===== src/rtl/audio_pkg.sv =====
// Shared types for the audio record/play path: recorder state encoding and
// the sample/address widths used by the init sequencer, recorder and player.
package audio_pkg;

  localparam int AUD_DATA_W  = 16;
  localparam int SRAM_ADDR_W = 20;

  typedef enum logic [1:0] {
    S_IDLE,
    S_WAIT_LR,
    S_SHIFT,
    S_PAUSE
  } rec_state_t;

endpackage


===== src/rtl/aud_sync_edge.sv =====
// Two-flop synchronizer for an asynchronous codec line, plus a third flop
// so rising and falling edges can be detected in the system clock domain.
module aud_sync_edge (
  input  logic i_clk,
  input  logic i_rst,
  input  logic i_async,
  output logic o_sync,
  output logic o_rise,
  output logic o_fall
);

  logic meta_q;
  logic sync_q;
  logic sync_prev;

  always_ff @(posedge i_clk) begin
    if (i_rst) begin
      meta_q    <= 1'b0;
      sync_q    <= 1'b0;
      sync_prev <= 1'b0;
    end else begin
      meta_q    <= i_async;
      sync_q    <= meta_q;
      sync_prev <= sync_q;
    end
  end

  assign o_sync = sync_q;
  assign o_rise = !sync_prev && sync_q;
  assign o_fall = sync_prev && !sync_q;

endmodule


===== src/rtl/audio_adc_recorder.sv =====
// Captures the left I2S channel from the codec ADC and presents each 16-bit
// sample, tagged with its SRAM word address, on a single-entry valid/ready port.
module audio_adc_recorder
  import audio_pkg::*;
#(
  parameter int                DATA_W   = AUD_DATA_W,
  parameter int                ADDR_W   = SRAM_ADDR_W,
  parameter logic [ADDR_W-1:0] MAX_ADDR = {ADDR_W{1'b1}}
) (
  input  logic              i_clk,
  input  logic              i_rst,
  input  logic              i_start,
  input  logic              i_pause,
  input  logic              i_stop,
  input  logic              i_aud_bclk,
  input  logic              i_aud_adclrck,
  input  logic              i_aud_adcdat,
  output logic [DATA_W-1:0] o_sample,
  output logic [ADDR_W-1:0] o_addr,
  output logic              o_valid,
  input  logic              i_ready,
  output logic [ADDR_W-1:0] o_len,
  output logic              o_busy,
  output logic              o_full,
  output logic              o_overrun
);

  localparam int CNT_W = $clog2(DATA_W);

  rec_state_t state;
  rec_state_t next_state;

  logic bclk_rise;
  logic bclk_sync_unused;
  logic bclk_fall_unused;
  logic lrck_sync;
  logic lrck_rise_unused;
  logic lrck_fall_unused;
  logic dat_sync;
  logic dat_rise_unused;
  logic dat_fall_unused;

  logic              lrck_prev;
  logic [DATA_W-2:0] shift_reg;
  logic [CNT_W-1:0]  bit_cnt;
  logic [ADDR_W-1:0] wr_addr;
  logic [DATA_W-1:0] new_word;

  logic left_start;
  logic last_bit;
  logic accept;
  logic full_hit;
  logic start_new;
  logic arm_shift;
  logic do_shift;
  logic sample_done;

  aud_sync_edge u_sync_bclk (
    .i_clk   (i_clk),
    .i_rst   (i_rst),
    .i_async (i_aud_bclk),
    .o_sync  (bclk_sync_unused),
    .o_rise  (bclk_rise),
    .o_fall  (bclk_fall_unused)
  );

  aud_sync_edge u_sync_lrck (
    .i_clk   (i_clk),
    .i_rst   (i_rst),
    .i_async (i_aud_adclrck),
    .o_sync  (lrck_sync),
    .o_rise  (lrck_rise_unused),
    .o_fall  (lrck_fall_unused)
  );

  aud_sync_edge u_sync_dat (
    .i_clk   (i_clk),
    .i_rst   (i_rst),
    .i_async (i_aud_adcdat),
    .o_sync  (dat_sync),
    .o_rise  (dat_rise_unused),
    .o_fall  (dat_fall_unused)
  );

  // Left frame begins on the BCLK rise that first sees LRCK low; that edge is the I2S delay bit.
  assign left_start = bclk_rise && lrck_prev && !lrck_sync;
  assign last_bit   = (bit_cnt == CNT_W'(DATA_W - 1));
  assign accept     = o_valid && i_ready;
  assign full_hit   = accept && (o_addr == MAX_ADDR);
  assign new_word   = {shift_reg, dat_sync};
  assign o_busy     = (state != S_IDLE);

  always_ff @(posedge i_clk) begin
    if (i_rst) begin
      state <= S_IDLE;
    end else begin
      state <= next_state;
    end
  end

  always_comb begin
    next_state = state;
    unique case (state)
      S_IDLE: begin
        if (i_start) next_state = S_WAIT_LR;
      end
      S_WAIT_LR: begin
        if (i_stop)          next_state = S_IDLE;
        else if (i_pause)    next_state = S_PAUSE;
        else if (left_start) next_state = S_SHIFT;
      end
      S_SHIFT: begin
        if (i_stop)                     next_state = S_IDLE;
        else if (i_pause)               next_state = S_PAUSE;
        else if (bclk_rise && last_bit) next_state = S_WAIT_LR;
      end
      S_PAUSE: begin
        if (i_stop)       next_state = S_IDLE;
        else if (i_start) next_state = S_WAIT_LR;
      end
      default: next_state = S_IDLE;
    endcase
    // Accepting the last writable word ends the recording regardless of controls.
    if (full_hit) next_state = S_IDLE;
  end

  always_comb begin
    start_new   = 1'b0;
    arm_shift   = 1'b0;
    do_shift    = 1'b0;
    sample_done = 1'b0;
    unique case (state)
      S_IDLE:    start_new = i_start && !full_hit;
      S_WAIT_LR: arm_shift = left_start && !i_stop && !i_pause;
      S_SHIFT: begin
        do_shift    = bclk_rise && !i_stop && !i_pause;
        sample_done = do_shift && last_bit && !full_hit;
      end
      default: ;
    endcase
  end

  always_ff @(posedge i_clk) begin
    if (i_rst) begin
      lrck_prev <= 1'b0;
      shift_reg <= '0;
      bit_cnt   <= '0;
    end else begin
      if (bclk_rise) lrck_prev <= lrck_sync;
      if (arm_shift) begin
        bit_cnt <= '0;
      end else if (do_shift) begin
        shift_reg <= new_word[DATA_W-2:0];
        bit_cnt   <= bit_cnt + 1'b1;
      end
    end
  end

  // Single holding register: a completed sample is kept only if the slot is free
  // or is being emptied this same cycle; otherwise it is dropped and flagged.
  always_ff @(posedge i_clk) begin
    if (i_rst) begin
      o_sample  <= '0;
      o_addr    <= '0;
      o_valid   <= 1'b0;
      o_len     <= '0;
      o_full    <= 1'b0;
      o_overrun <= 1'b0;
      wr_addr   <= '0;
    end else begin
      if (sample_done && (!o_valid || i_ready)) begin
        o_sample <= new_word;
        o_addr   <= accept ? (wr_addr + 1'b1) : wr_addr;
        o_valid  <= 1'b1;
      end else begin
        if (sample_done) o_overrun <= 1'b1;
        if (accept)      o_valid   <= 1'b0;
      end

      if (start_new) begin
        wr_addr   <= '0;
        o_len     <= '0;
        o_full    <= 1'b0;
        o_overrun <= 1'b0;
      end else if (accept) begin
        if (!full_hit)    wr_addr <= wr_addr + 1'b1;
        if (o_len != '1)  o_len   <= o_len + 1'b1;
        if (full_hit)     o_full  <= 1'b1;
      end
    end
  end

endmodule


===== config.mk =====
export PLATFORM = sky130hd
export DESIGN_NAME = audio_adc_recorder
export DESIGN_NICKNAME = d
export VERILOG_FILES = /design/src/rtl/audio_pkg.sv /design/src/rtl/aud_sync_edge.sv /design/src/rtl/audio_adc_recorder.sv
export SDC_FILE = /design/constraint.sdc
export NUM_CORES = 1
export LEC_CHECK = 0
export CAP_MARGIN = 25
export CORE_ASPECT_RATIO = 2
export CORE_MARGIN = 2
export CORE_UTILIZATION = 58
export DETAILED_ROUTE_END_ITERATION = 12
export MAX_ROUTING_LAYER = met4
export PLACE_DENSITY = 0.84
export SYNTH_ARGS = -nofsm -noshare
export SYNTH_HDL_FRONTEND = slang
export SYNTH_SLANG_ARGS = --single-unit

===== constraint.sdc =====
create_clock -name i_clk -period 5.7 [get_ports i_clk]
set_clock_uncertainty 0.05 [all_clocks]
set_input_delay 0.855 -clock i_clk [delete_from_list [all_inputs] [get_ports i_clk]]
set_output_delay 0.855 -clock i_clk [all_outputs]
set_load 0.005 [all_outputs]

== Yosys cells after proc, flatten, opt, wreduce, memory -nomap -nowiden ==
Index checks and enable logic that the tools add are counted.

* Shift-type cells: 0
* Bitwise gates (word level): 3
* Eq/ne operators: 8
* Mux-type cells: 16
* Multiply operators: 0
* Div/mod/pow operators: 0
* $add $sub $neg: 3
* Order comparisons: 0
* Reductions and logical operators: 33

{| class="wikitable"
|+ Operator list
! operator !! count
|-
| 20-bit by 1-bit adder with 20-bit output (second input constant) || 2
|-
| 20-bit == test (second input constant) || 1
|-
| 20-bit two-way mux || 1
|-
| 20-bit inequality test (second input constant) || 1
|-
| 2-bit two-way mux || 8
|-
| 1-bit logical AND || 14
|-
| 2-bit AND reduction || 6
|-
| 4-bit inequality test (second input constant) || 2
|-
| 2-bit one-hot mux with 4 select lines || 1
|-
| 1-bit logical NOT || 6
|-
| 1-bit two-way mux || 6
|-
| 2-bit OR reduction || 3
|-
| 4-bit by 1-bit adder with 4-bit output (second input constant) || 1
|-
| 2-bit == test (second input constant) || 2
|-
| 4-bit == test (second input constant) || 1
|-
| 2-bit nonzero test || 2
|-
| 1-bit inverter || 3
|-
| 2-bit by 1-bit == test with 1-bit output (second input constant) || 1
|-
| 2-bit logical NOT || 1
|-
| 1-bit logical OR || 1
|}

* Memory bits (read-only): 0
* Memories kept: 0
* Bits in writable memories: 0
* Logic and storage cells: 81
* Register bits: 108
* Bits in latches: 0

== Logic depth before layout (Yosys ltp) ==
* Word-level depth: 10
* Depth in mapped cells: 7
* Gate-level depth less buffers: 6

== Hierarchy ==
A second synthesis with hierarchy kept.

* Cell total of the unflattened synthesis: 603
* Area total of the unflattened synthesis: 5,096.1 um2

{| class="wikitable"
|+ By module, submodules not included
! module !! cells an instance !! seq. area each (um2) !! times used !! area an instance (um2)
|-
| audio_adc_recorder || 579 || 2,021.9 || 1 || 4,822.1
|-
| aud_sync_edge || 8 || 60.1 || 3 || 91.3
|}

== Least setup slack after synthesis ==
OpenSTA, ideal clock, no wires.

* Path type: input to register
* From: input port i_stop
* To: register o_addr[16]
* Data required time: 5.554 ns
* Setup time: 0.096 ns
* Data arrival time: 2.070 ns
* Cell stages on the path: 5
* Path slack: 3.485 ns
* Cell sequence: nor4b_4 > nand3_1 > a311o_1 > buf_6 > o41ai_2

* Word-level cells in the longest chain between the ends: 7

{| class="wikitable"
|+ RTL lines
! element !! RTL line !! RTL
|-
| start: declaration || audio_adc_recorder.sv:14 || <nowiki>input logic i_stop,</nowiki>
|-
| 1-bit logical NOT || audio_adc_recorder.sv:136 || <nowiki>do_shift = bclk_rise && !i_stop && !i_pause;</nowiki>
|-
| 1-bit logical AND (2 in a row) || audio_adc_recorder.sv:136 ||
|-
| 1-bit logical AND (2 in a row) || audio_adc_recorder.sv:137 || <nowiki>sample_done = do_shift && last_bit && !full_hit;</nowiki>
|-
| 1-bit two-way mux || audio_adc_recorder.sv:132 || <nowiki>unique case (state)</nowiki>
|-
| 1-bit logical AND || audio_adc_recorder.sv:171 || <nowiki>if (sample_done && (!o_valid || i_ready)) begin</nowiki>
|-
| end signal: assignment || audio_adc_recorder.sv:173 || <nowiki>o_addr <= accept ? (wr_addr + 1'b1) : wr_addr;</nowiki>
|-
| end: declaration || audio_adc_recorder.sv:19 || <nowiki>output logic [ADDR_W-1:0] o_addr,</nowiki>
|}

No other way between the ends.
A chain may end at the register's enable or synchronous reset.

== Worst setup path after layout ==
* From: input port i_ready
* To: register o_len[13]

* Word-level cells in the longest chain between the ends: 6

{| class="wikitable"
|+ RTL lines
! element !! RTL line !! RTL
|-
| start: declaration || audio_adc_recorder.sv:21 || <nowiki>input logic i_ready,</nowiki>
|-
| 1-bit logical AND (*) || audio_adc_recorder.sv:88 || <nowiki>assign accept = o_valid && i_ready;</nowiki>
|-
| 1-bit logical AND || audio_adc_recorder.sv:89 || <nowiki>assign full_hit = accept && (o_addr == MAX_ADDR);</nowiki>
|-
| 1-bit logical NOT || -- ||
|-
| 1-bit logical AND || audio_adc_recorder.sv:133 || <nowiki>S_IDLE: start_new = i_start && !full_hit;</nowiki>
|-
| 1-bit two-way mux || audio_adc_recorder.sv:132 ||
|-
| 2-bit OR reduction (no line) || -- ||
|-
| end signal: assignment || audio_adc_recorder.sv:187 || <nowiki>if (o_len != '1) o_len <= o_len + 1'b1;</nowiki>
|-
| end: declaration || audio_adc_recorder.sv:22 || <nowiki>output logic [ADDR_W-1:0] o_len,</nowiki>
|}

Mark *: on every way between the ends. The rest lies on a longest branch, timed or not.

==> results.toml <==
[routing]
routedWlPerCell_um = 16.3
post_drt_via_cell_ratio = 6.01
drc_errors = 0
firstDrtPassIters = 7
wl_mm = 12.0
ant_nets = 0
first_iter_violations = 374
vias = 4438

[run]
drv_cap = 0

[floorplanning]
io_pins = 69
die_x_um = 68.5
dieArea_um2 = 9110
die_y_um = 133
initial_core_util_pct = 59.0
core-area_um2 = 8170
std_cell_rows = 47

[timing]
clock.fmax_mhz = 329
rsz0062_at_grt = "false"
drv_slew = 0
min_period_ps = 3040
finalCritPeriodShare_pct = 53.3
hold_ws_ps = 387
finalSetupViolCount = 0
hold_viol_final = 0
max_slew_margin_pct = 42.0
worst_pin_slew_ps = 863
tns_ps = 0

[worst_setup_path]
path_class = "in2reg"
startpoint = "i_ready"
rrSetupSlack_ps = 3140
timing.rr.start = "o_valid"
crit_required_ps = 5880
critPathCaptureType = "register"
arrival_ps = 3220
reg2reg_depth = 6
startpoint_type = "primary input"
timing.rr.end = "o_len[13]"
cp_max_fo = 20

[synth]
synthTopCellsByArea = "dfxtp_1 (45%), nand2_1 (8.6%), a21oi_1 (6.8%)"
syn_inst = 586
synthFlopType = "dfxtp_1"
ys_seq_area_share_pct = 44.8
synth_top_area_share_pct = 44.8
mappedNetlistArea_um2 = 4820
synth_fp_nets = 598
syn_avg_cell_area_um2 = 8.23
ys_async_sr_fraction_pct = 0
synth_cell_types = 51
synth-warning-count = 0
synth_common_cells = "nand2_1 (110), dfxtp_1 (108), a21oi_1 (66)"
yosysMostFrequentCell = "nand2_1"
synth_edf_count = 0
ys_seq_elements = 108
synth.largest_area_cell = "dfxtp_1"

[global_routing]
grt_max_degree = 69
first_global_vias = 4162
grt_pass1_wl_mm = 19.5
grt_usage_pct = 28.5
overflow = 0
antenna_found_initial = 0

[worst_hold_path]
hp-class = "reg2reg"
min_delay_path_depth = 1
min_from = "u_sync_lrck.meta_q"
min_to = "u_sync_lrck.o_sync"

[clock_tree]
clk_pin_slew_worst_paths_ps = 70
root_buffer = "clkbuf_16"
numCtsBuffers = 9
cts_setup_buffers = 0
clk_path_buf_depth = 2
cts_hold_buffers = 0
insertion_delay_ps = 350
cts_resized = 0
htreeDepth = 3
cts_tree = "built"
cts.sinks = 108

[final_layout]
area_growth_pct = 21.2
seq_area_um2 = 2160
multi_input_area_um2 = 2500
layout.cells.non_filler = 738
diodes = 0
largestRegisters = "o_addr: 20 flops, o_len: 20 flops, wr_addr: 20 flops"
nets = 647
finalCoreUtilization_pct = 71.5
num-fill-cells = 647
drive_gt1_share_pct = 5.63

[power_and_ir_drop]
p_sw_share_pct = 21.5
pwr-share-seq_pct = 52.9
power_leakage_nw = 1.86
p_clk_share_pct = 44.7
p_switching_mw = 0.308
peakVddDrop_v = 0.000232
p_int_mw = 1.13
powerDensity_nw_per_um2 = 245
p_comb_share_pct = 2.4

[placement]
portBuffers = 68
dpl.hpwl_mm = 8.22
gp_congestion = 0.899
dp_cells = 722

[outcome]
status = "finished, final reports clean"
per-layer routing:
metal	part of all wire, %	up-vias	track usage (%)
met4	4.1	0	13.4
li1	-	2136	-
met2	54	158	48.8
met5	0	-	-
met1	38	2099	29.9
met3	4.0	45	5.44
cell usage in the layout (no fill, tap or decap), types with 7 or more instances in the layout:
| cell type | synthesis | routed |
|---|---|---|
| a211oi_1 | 12 | 12 |
| a21oi_1 | 66 | 66 |
| and2_1 | 7 | 7 |
| and3_1 | 7 | 7 |
| buf_4 | 1 | 7 |
| clkbuf_16 | 0 | 9 |
| clkdlybuf4s50_1 | 0 | 67 |
| dfxtp_1 | 108 | 108 |
| nand2_1 | 110 | 110 |
| nand3_1 | 16 | 16 |
| nand4_1 | 20 | 20 |
| nor2_1 | 55 | 55 |
| nor2b_1 | 12 | 12 |
| o21ai_0 | 10 | 10 |
| xnor2_1 | 33 | 33 |
| xor2_1 | 11 | 11 |
stage by stage:
step	power, mW	setup WS [ps]	cell area (um2)
floorplan	0.797	3480	4820
global route	1.47	2490	5850
global placement	0.809	2470	5540
CTS	1.44	2730	5850
finish	1.43	2660	5850
detailed placement	0.810	2360	5540
how the worst max path moves through the flow:
stage | end | slack, ps
detailed placement | o_len[13] | 2360
global placement | o_len[17] | 2470
floorplan | o_addr[16] | 3480
global route | o_len[13] | 2490
CTS | o_len[13] | 2730
finish | o_len[13] | 2660
kinds of logic (layout without fill, tap and decap cells):
group	after synthesis	after routing	share of synthesized area [%]
and+or+nand+nor	264	264	26.4
AOI/OAI and AO/OA	122	122	15.7
DFF	108	108	44.8
xor gates and xnor gates	44	44	7.99
buffers and inverters	43	97	3.84
adders and majority gates	3	3	0.778
muxes	2	2	0.415
critical path: stages:
cell and delay (ps):
clkdlybuf4s50_1 710, and2_1 190, buf_4 250, nand4_1 410, nor4_1 560, xnor2_1 180
nor2_1 50
final cells by class:
class / count / share of cell area, %
clock buffer: 10 / 4.09
clock inverter: 6 / 1.18
inverter: 6 / 0.385
multi-input combinational: 435 / 42.8
sequential: 108 / 37.0
tap: 98 / 2.10
timing repair buffer: 75 / 12.5
power by group through the flow:
stage          combinational [mW]  clock [mW]  sequential (mW)
5_1_grt                    0.0370       0.676            0.759
4_1_cts                    0.0337       0.647            0.759
2_1_floorplan              0.0209           0            0.776
3_5_place_dp               0.0336           0            0.777
3_3_place_gp               0.0327           0            0.776
6_report                   0.0339       0.641            0.759
Power figures use the tool's default switching activity.
